File: src/rtl/ball_controller.sv
// Pong/squash ball controller: serves, moves the ball one position every STEP_CYCLES,
// resolves player returns inside the hit windows and signals misses.
module ball_controller #(
    parameter int NUM_POS     = 16,
    parameter int STEP_CYCLES = 4,
    parameter int HIT_WINDOW  = 2,
    parameter int MISS_CYCLES = 8
) (
    input  logic                       clk,
    input  logic                       rst,
    input  logic                       start_game,
    input  logic                       squash_en,
    input  logic                       return_a,
    input  logic                       return_b,
    output logic                       hittable_a,
    output logic                       hittable_b,
    output logic [$clog2(NUM_POS)-1:0] ball_pos,
    output logic                       ball_dir,
    output logic                       miss_a,
    output logic                       miss_b,
    output logic                       rally_active
);
    localparam int PW   = $clog2(NUM_POS);
    localparam int TMAX = (STEP_CYCLES > MISS_CYCLES) ? STEP_CYCLES : MISS_CYCLES;
    localparam int TW   = $clog2(TMAX + 1);

    localparam logic [PW-1:0] POS_LAST = PW'(NUM_POS - 1);
    localparam logic [PW-1:0] WIN_B    = PW'(NUM_POS - HIT_WINDOW);
    localparam logic [PW-1:0] WIN_A    = PW'(HIT_WINDOW - 1);
    localparam logic [TW-1:0] STEP_RLD = TW'(STEP_CYCLES - 1);
    localparam logic [TW-1:0] MISS_RLD = TW'(MISS_CYCLES - 1);
    localparam logic          PLAYER_A = 1'b0;
    localparam logic          PLAYER_B = 1'b1;

    typedef enum logic [2:0] {IDLE, SERVE, TO_B, TO_A, MISS} state_t;

    state_t        state_q, state_d;
    logic [PW-1:0] pos_q, pos_d;
    logic [TW-1:0] timer_q, timer_d;
    logic          dir_q, dir_d;
    logic          server_q, server_d;
    logic          striker_q, striker_d;
    logic          squash_q, squash_d;
    logic          miss_a_q, miss_a_d;
    logic          miss_b_q, miss_b_d;
    logic          hit_a, hit_b, expire, loser;

    // Hit windows depend only on registered state, so outputs never combinationally follow inputs.
    always_comb begin
        hittable_a = 1'b0;
        hittable_b = 1'b0;
        case (state_q)
            SERVE: begin
                hittable_a = (server_q == PLAYER_A);
                hittable_b = (server_q == PLAYER_B);
            end
            TO_B: hittable_b = !squash_q && (pos_q >= WIN_B);
            TO_A: if (pos_q <= WIN_A) begin
                hittable_a = squash_q ? (striker_q == PLAYER_A) : 1'b1;
                hittable_b = squash_q && (striker_q == PLAYER_B);
            end
            default: ;
        endcase
    end

    assign hit_a  = return_a && hittable_a;
    assign hit_b  = return_b && hittable_b;
    assign expire = (timer_q == '0);
    assign loser  = squash_q ? striker_q : PLAYER_A;

    always_comb begin
        state_d   = state_q;
        pos_d     = pos_q;
        timer_d   = timer_q;
        dir_d     = dir_q;
        server_d  = server_q;
        striker_d = striker_q;
        squash_d  = squash_q;
        miss_a_d  = 1'b0;
        miss_b_d  = 1'b0;
        if (!start_game) begin
            state_d   = IDLE;
            pos_d     = '0;
            timer_d   = '0;
            dir_d     = 1'b0;
            server_d  = PLAYER_A;
            striker_d = PLAYER_A;
            squash_d  = 1'b0;
        end else begin
            case (state_q)
                IDLE: begin
                    state_d   = SERVE;
                    squash_d  = squash_en;
                    server_d  = PLAYER_A;
                    striker_d = PLAYER_A;
                    pos_d     = '0;
                    dir_d     = 1'b0;
                end
                SERVE: if (hit_a || hit_b) begin
                    timer_d = STEP_RLD;
                    if (squash_q || server_q == PLAYER_A) begin
                        state_d = TO_B;
                        dir_d   = 1'b0;
                    end else begin
                        state_d = TO_A;
                        dir_d   = 1'b1;
                    end
                end
                TO_B: begin
                    if (hit_b) begin
                        state_d = TO_A;
                        dir_d   = 1'b1;
                        timer_d = STEP_RLD;
                    end else if (expire) begin
                        timer_d = STEP_RLD;
                        if (pos_q != POS_LAST) begin
                            pos_d = pos_q + PW'(1);
                        end else if (squash_q) begin
                            state_d = TO_A;
                            dir_d   = 1'b1;
                        end else begin
                            state_d  = MISS;
                            miss_b_d = 1'b1;
                            server_d = PLAYER_B;
                            timer_d  = MISS_RLD;
                        end
                    end else begin
                        timer_d = timer_q - TW'(1);
                    end
                end
                TO_A: begin
                    if (hit_a || hit_b) begin
                        state_d   = TO_B;
                        dir_d     = 1'b0;
                        timer_d   = STEP_RLD;
                        striker_d = squash_q ? ~striker_q : striker_q;
                    end else if (expire) begin
                        timer_d = STEP_RLD;
                        if (pos_q != '0) begin
                            pos_d = pos_q - PW'(1);
                        end else begin
                            state_d   = MISS;
                            miss_a_d  = (loser == PLAYER_A);
                            miss_b_d  = (loser == PLAYER_B);
                            server_d  = loser;
                            striker_d = loser;
                            timer_d   = MISS_RLD;
                        end
                    end else begin
                        timer_d = timer_q - TW'(1);
                    end
                end
                MISS: begin
                    if (expire) begin
                        // Only a tennis B serve starts from the far end.
                        state_d = SERVE;
                        pos_d   = (!squash_q && server_q == PLAYER_B) ? POS_LAST : '0;
                        dir_d   = !squash_q && server_q == PLAYER_B;
                    end else begin
                        timer_d = timer_q - TW'(1);
                    end
                end
                default: state_d = IDLE;
            endcase
        end
    end

    always_ff @(posedge clk or posedge rst) begin
        if (rst) begin
            state_q   <= IDLE;
            pos_q     <= '0;
            timer_q   <= '0;
            dir_q     <= 1'b0;
            server_q  <= PLAYER_A;
            striker_q <= PLAYER_A;
            squash_q  <= 1'b0;
            miss_a_q  <= 1'b0;
            miss_b_q  <= 1'b0;
        end else begin
            state_q   <= state_d;
            pos_q     <= pos_d;
            timer_q   <= timer_d;
            dir_q     <= dir_d;
            server_q  <= server_d;
            striker_q <= striker_d;
            squash_q  <= squash_d;
            miss_a_q  <= miss_a_d;
            miss_b_q  <= miss_b_d;
        end
    end

    assign ball_pos     = pos_q;
    assign ball_dir     = dir_q;
    assign miss_a       = miss_a_q;
    assign miss_b       = miss_b_q;
    assign rally_active = (state_q == TO_B) || (state_q == TO_A);

endmodule

File: config.mk
export PLATFORM = sky130hd
export DESIGN_NAME = ball_controller
export DESIGN_NICKNAME = d
export VERILOG_FILES = /design/src/rtl/ball_controller.sv
export SDC_FILE = /design/constraint.sdc
export NUM_CORES = 1
export LEC_CHECK = 0
export BUFFER_PORTS_ARGS = -buffer_cell sky130_fd_sc_hd__buf_2
export CORE_ASPECT_RATIO = 1.75
export CORE_MARGIN = 1
export CORE_UTILIZATION = 41
export DETAILED_ROUTE_END_ITERATION = 16
export SLEW_MARGIN = 40
export SYNTH_ARGS = -nofsm -noshare
export SYNTH_HDL_FRONTEND = slang
export SYNTH_SLANG_ARGS = --single-unit
File: constraint.sdc
create_clock -name clk -period 6 [get_ports clk]
set_input_delay 0.9 -clock clk [delete_from_list [all_inputs] [get_ports clk]]
set_output_delay 0.9 -clock clk [all_outputs]
set_load 0.02 [all_outputs]
* Word-level counts from Yosys, hierarchy flattened
Cells that the tools add are included.
** Storage, ports and cells
- Output and inout bits :: 10
- Register bits after elaboration :: 17
- Input port bits :: 6
- Logic and storage cells :: 143
** Cells by class
- Equality and inequality tests :: 30
- $add $sub $neg :: 3
- Mux-type cells :: 78
- Bitwise operators :: 3
- Magnitude comparators :: 2
- Reductions and logical operators :: 18
** Operators by type and width (count)
- $mux W4 :: 16
- $mux W1 :: 40
- $mux W3 :: 13
- $ne A3 B3 Y1 const B :: 13
- $pmux W4 S4 :: 2
- $ne A4 B4 Y1 const B :: 7
- $reduce_and A8 Y1 :: 2
- $pmux W3 S5 :: 1
- $ne A5 B1 Y1 const B :: 2
- $sub A4 B1 Y4 const B :: 2
- $reduce_and A7 Y1 :: 1
- $eq A3 B2 Y1 const B :: 2
- $ne A6 B1 Y1 const B :: 1
- $pmux W1 S2 :: 3
- $pmux W1 S3 :: 2
- $reduce_and A6 Y1 :: 1
- $logic_and A1 B1 Y1 :: 5
- $pmux W1 S5 :: 1
- $add A4 B1 Y4 const B :: 1
- $ge A4 B4 Y1 const B :: 1
- $le A4 B1 Y1 const B :: 1
- $logic_not A4 Y1 :: 1
- $ne A4 B1 Y1 const B :: 1
- $reduce_and A4 Y1 :: 1
- 10 further kinds :: 14

* Logic depth before layout (Yosys ltp)
- Depth in word-level cells :: 9
- Depth in mapped cells :: 9
- Mapped depth without buffers :: 8

* Least setup slack after synthesis
OpenSTA, ideal clock, no wires.
- Path type :: register to output
- Start :: reg pos_q[1], in the netlist ball_pos[1]
- End :: out hittable_b
- Data required time :: 5.100 ns
- Path buffers :: 0
- Arrival time :: 1.683 ns
- Stages on the path, launching flop included :: 6
- Slack :: 3.417 ns
- Cells stage by stage :: dfrtp_1 > inv_1 > ha_1 > or2_2 > and4_4 > or2_2
** On the way
- Cells in the longest elaborated chain, start to end :: 3
- Elaborated cells between the ends (all ways) :: 5
- Those cells by class :: order compare: 2; mux: 2; reduce/logical: 1
** Ends and longest elaborated chain
- start, declared :: line 38 : logic [PW-1:0] pos_q, pos_d;
- start signal, assigned :: line 181 : pos_q <= pos_d;
- $le A4 B1 Y1 / $ge A4 B4 Y1 (equally long branches) :: line 58, 57
- $mux W1 / $logic_and A1 B1 Y1 (equally long branches) :: line 58, 57
- $pmux W1 S3 * :: line 52 : case (state_q)
- end, declared :: line 16 : output logic hittable_b,
Every way passes the cells marked *; elsewhere a longest branch is shown, timed or not.

* Final worst setup path
- Start :: reg pos_q[0], in the netlist ball_pos[0]
- End :: out hittable_b
Same word-level chain as after synthesis.

==> flow_summary.yaml <==
outcome:
  outcome: "complete, no violations"
timing:
  period_needed_ps: 2960
  final-setup-viol-count: 0
  finalCritPeriodShare_pct: 49.4
  finalSetupTns_ps: 0
  final.setup.worst_slack_ps: 3040
  rsz0062_at_grt: "no"
  final-hold-violation-count: 0
  fin_skew_ps: 3.44
  max_freq_mhz: 337
  slew_violations: 0
  relSlewSlack_pct: 49.4
  worst_slew_pin_slew_ps: 759
synth:
  yosysMostFrequentCell: "nand2_1"
  ys.flop_type: "dfrtp_1"
  ys_top_cells_by_area: "dfrtp_1 (26%), ha_1 (5.3%), nand2_1 (4.6%)"
  synth-edff-count: 0
  synthArstFlopShare_pct: 100
  ys_seq_area_share_pct: 25.8
  synth_warnings: 0
  synth_top_area_share_pct: 25.8
  yosys-top-cells-count: "nand2_1 (20), dfrtp_1 (17), inv_1 (12), nor2_1 (12), o21ai_0 (12)"
  yosysTopAreaCell: "dfrtp_1"
  synthesis.area_mm2: 0.00165
  syn_nets: 222
  synth_cells: 209
  yosysUniqueCellTypes: 61
  ys_ff_latch: 17
  avgSynthCellArea_um2: 7.88
routing:
  wirelength_um: 4590
  drcViolationCount: 0
  antenna_left: 0
  wl_per_cell_um: 17.5
  via_count: 1606
  via_per_inst: 6.13
  drt-pass1-iter-count: 4
  drt_iter0_markers: 48
floorplan:
  fp.coreArea_mm2: 0.00387
  start_util_pct: 42.6
  die_area_mm2: 0.00428
  rows: 30
  die_h_um: 85.8
  die-width_um: 49.9
  ios: 16
clocking:
  cts_sinks: 17
  clkSlewWorstSetupHoldPaths_ps: 70
  cts_buffers: 3
  ctsResizeCount: 0
  cts_hold_buffers: 0
  post_cts_buffers: 0
  worstSkewPairLatency_ps: 260
  clock_tree.root_cell: "clkbuf_8"
  htree_levels: 1
  cts_tree: "done"
  cts_buffer_depth: 2
layout:
  seq_area_um2: 425
  layout-drive-gt1-share_pct: 15.0
  area.growth.synth_to_final_pct: 6.69
  post-route-util_pct: 45.4
  nets: 228
  fill_cells: 405
  multi_input_area_mm2: 0.00110
  num_antenna_cells: 0
  design_area_mm2: 0.00176
power_and_ir_drop:
  p_seq_share_pct: 29.2
  clkPwrFrac_pct: 13.2
  p_comb_share_pct: 57.6
  power.switching_mw: 0.356
  p_per_area_mw_per_mm2: 397
  leakagePower_nw: 0.774
  swShare_pct: 51.0
  p_int_mw: 0.342
  max-vdd-ir-drop_v: 0.000255
placement:
  place_ws_ps: 3330
  dpl-instance-area_mm2: 0.00171
  dp_hpwl_um: 3440
  gp_congestion: 0.905
  portBuffers: 15
setup_path:
  worstPathMaxFanout: 7
  crit_path_frequent_cell: "or2_2"
  critical_path_arrival_ps: 2060
  cp_cell_sequence: "inv_1 > ha_1 > or2_2 > and4_4 > or2_2 > buf_2"
  end_kind: "primary output"
  start_kind: "flop"
  slowest_stage: "dfrtp_1"
  critPathKind: "flop to primary output"
  crit_path_max_incr_delay_ps: 470
  cp.required_ps: 5100
grt:
  grt_pass1_wl_um: 7370
  grt_overflow_total: 0
  grt_pass1_vias: 1533
  antenna_found_initial: 0
  grt_max_degree: 26
  track_usage_pct: 22.7
worst_hold_path:
  worstHoldPathType: "flop to flop"
flow_run:
  maxCapViolations: 0
## sequential cells by signal, summed over array words and instances (netlist names)
register   count
state_q        3
ball_dir       1
miss_b         1
striker_q      1
server_q       1
miss_a         1
timer_q        4
squash_q       1
ball_pos       4
## worst max-delay path, delay by kind of cell (launching register included)
kind,cells,cell delay (ps)
buffers and inverters,2,300
adders and majority gates,1,230
and+or+nand+nor,3,800
DFF,1,470
## logic make-up after synthesis
| group | count (synthesis) | share of synthesized area [%] |
|---|---|---|
| AOI/OAI and AO/OA | 66 | 29.9 |
| xor gates and xnor gates | 2 | 1.06 |
| adders and majority gates | 7 | 5.32 |
| buffers and inverters | 27 | 7.29 |
| DFF | 17 | 25.8 |
| muxes | 2 | 1.22 |
| and+or+nand+nor | 88 | 29.4 |
## metrics by stage
stage	hold WS [ps]	std cells	total power, mW
floorplan	521	209	0.512
global placement	504	258	0.604
detailed placement	525	258	0.603
CTS	550	262	0.697
global route	560	262	0.754
finish	549	262	0.698
## worst paths after layout
check                                  from    endpoint  slack, ps  depth (start not counted)
max in group asynchronous               rst      miss_a       5020                          2
worst max register to register   state_q[0]    server_q       3370                          6
worst max-delay path            ball_pos[0]  hittable_b       3040                          6
worst min-delay path               ball_dir    ball_dir        550                          2
min in group asynchronous               rst      miss_b        640                          2
worst min register to register     ball_dir    ball_dir        550                          2
## layout make-up
type,count,area share [%]
clock buffers,3,2.35
repair buffers,15,4.27
flip-flops and latches,17,24.2
multi-input cells,165,62.7
inverters,13,2.78
clock inverters,1,0.285
well taps,48,3.42
## layout by cell type (no fill, tap or decap), types with 3 or more instances in the layout
master,instances
nand2_1,20
ha_1,7
or2_2,3
dfrtp_1,17
a21oi_1,10
nor2_1,12
inv_1,11
o211ai_1,3
o31ai_1,3
o21ai_1,4
nor2b_1,7
nor4_1,4
buf_2,15
o21ai_0,12
nand2b_1,6
nor3_1,8
nand3_1,11
clkbuf_8,3
a211oi_1,3
## routing by layer
| layer | GRT usage [%] | wire length [µm] | up-vias |
|---|---|---|---|
| li1 | - | - | 786 |
| met1 | 25.3 | 1910 | 762 |
| met2 | 38.7 | 2300 | 36 |
| met3 | 3.01 | 116 | 22 |
| met4 | 16.1 | 265 | 0 |
| met5 | 0 | 0 | - |
## power by group through the flow
stage          logic, mW  registers, mW  clock network (mW)
5_1_grt            0.447          0.210              0.0960
6_report           0.402          0.204              0.0919
3_5_place_dp       0.399          0.204                   0
2_1_floorplan      0.344          0.168                   0
3_3_place_gp       0.400          0.204                   0
4_1_cts            0.402          0.202              0.0935
(Power assumes the default switching activity.)
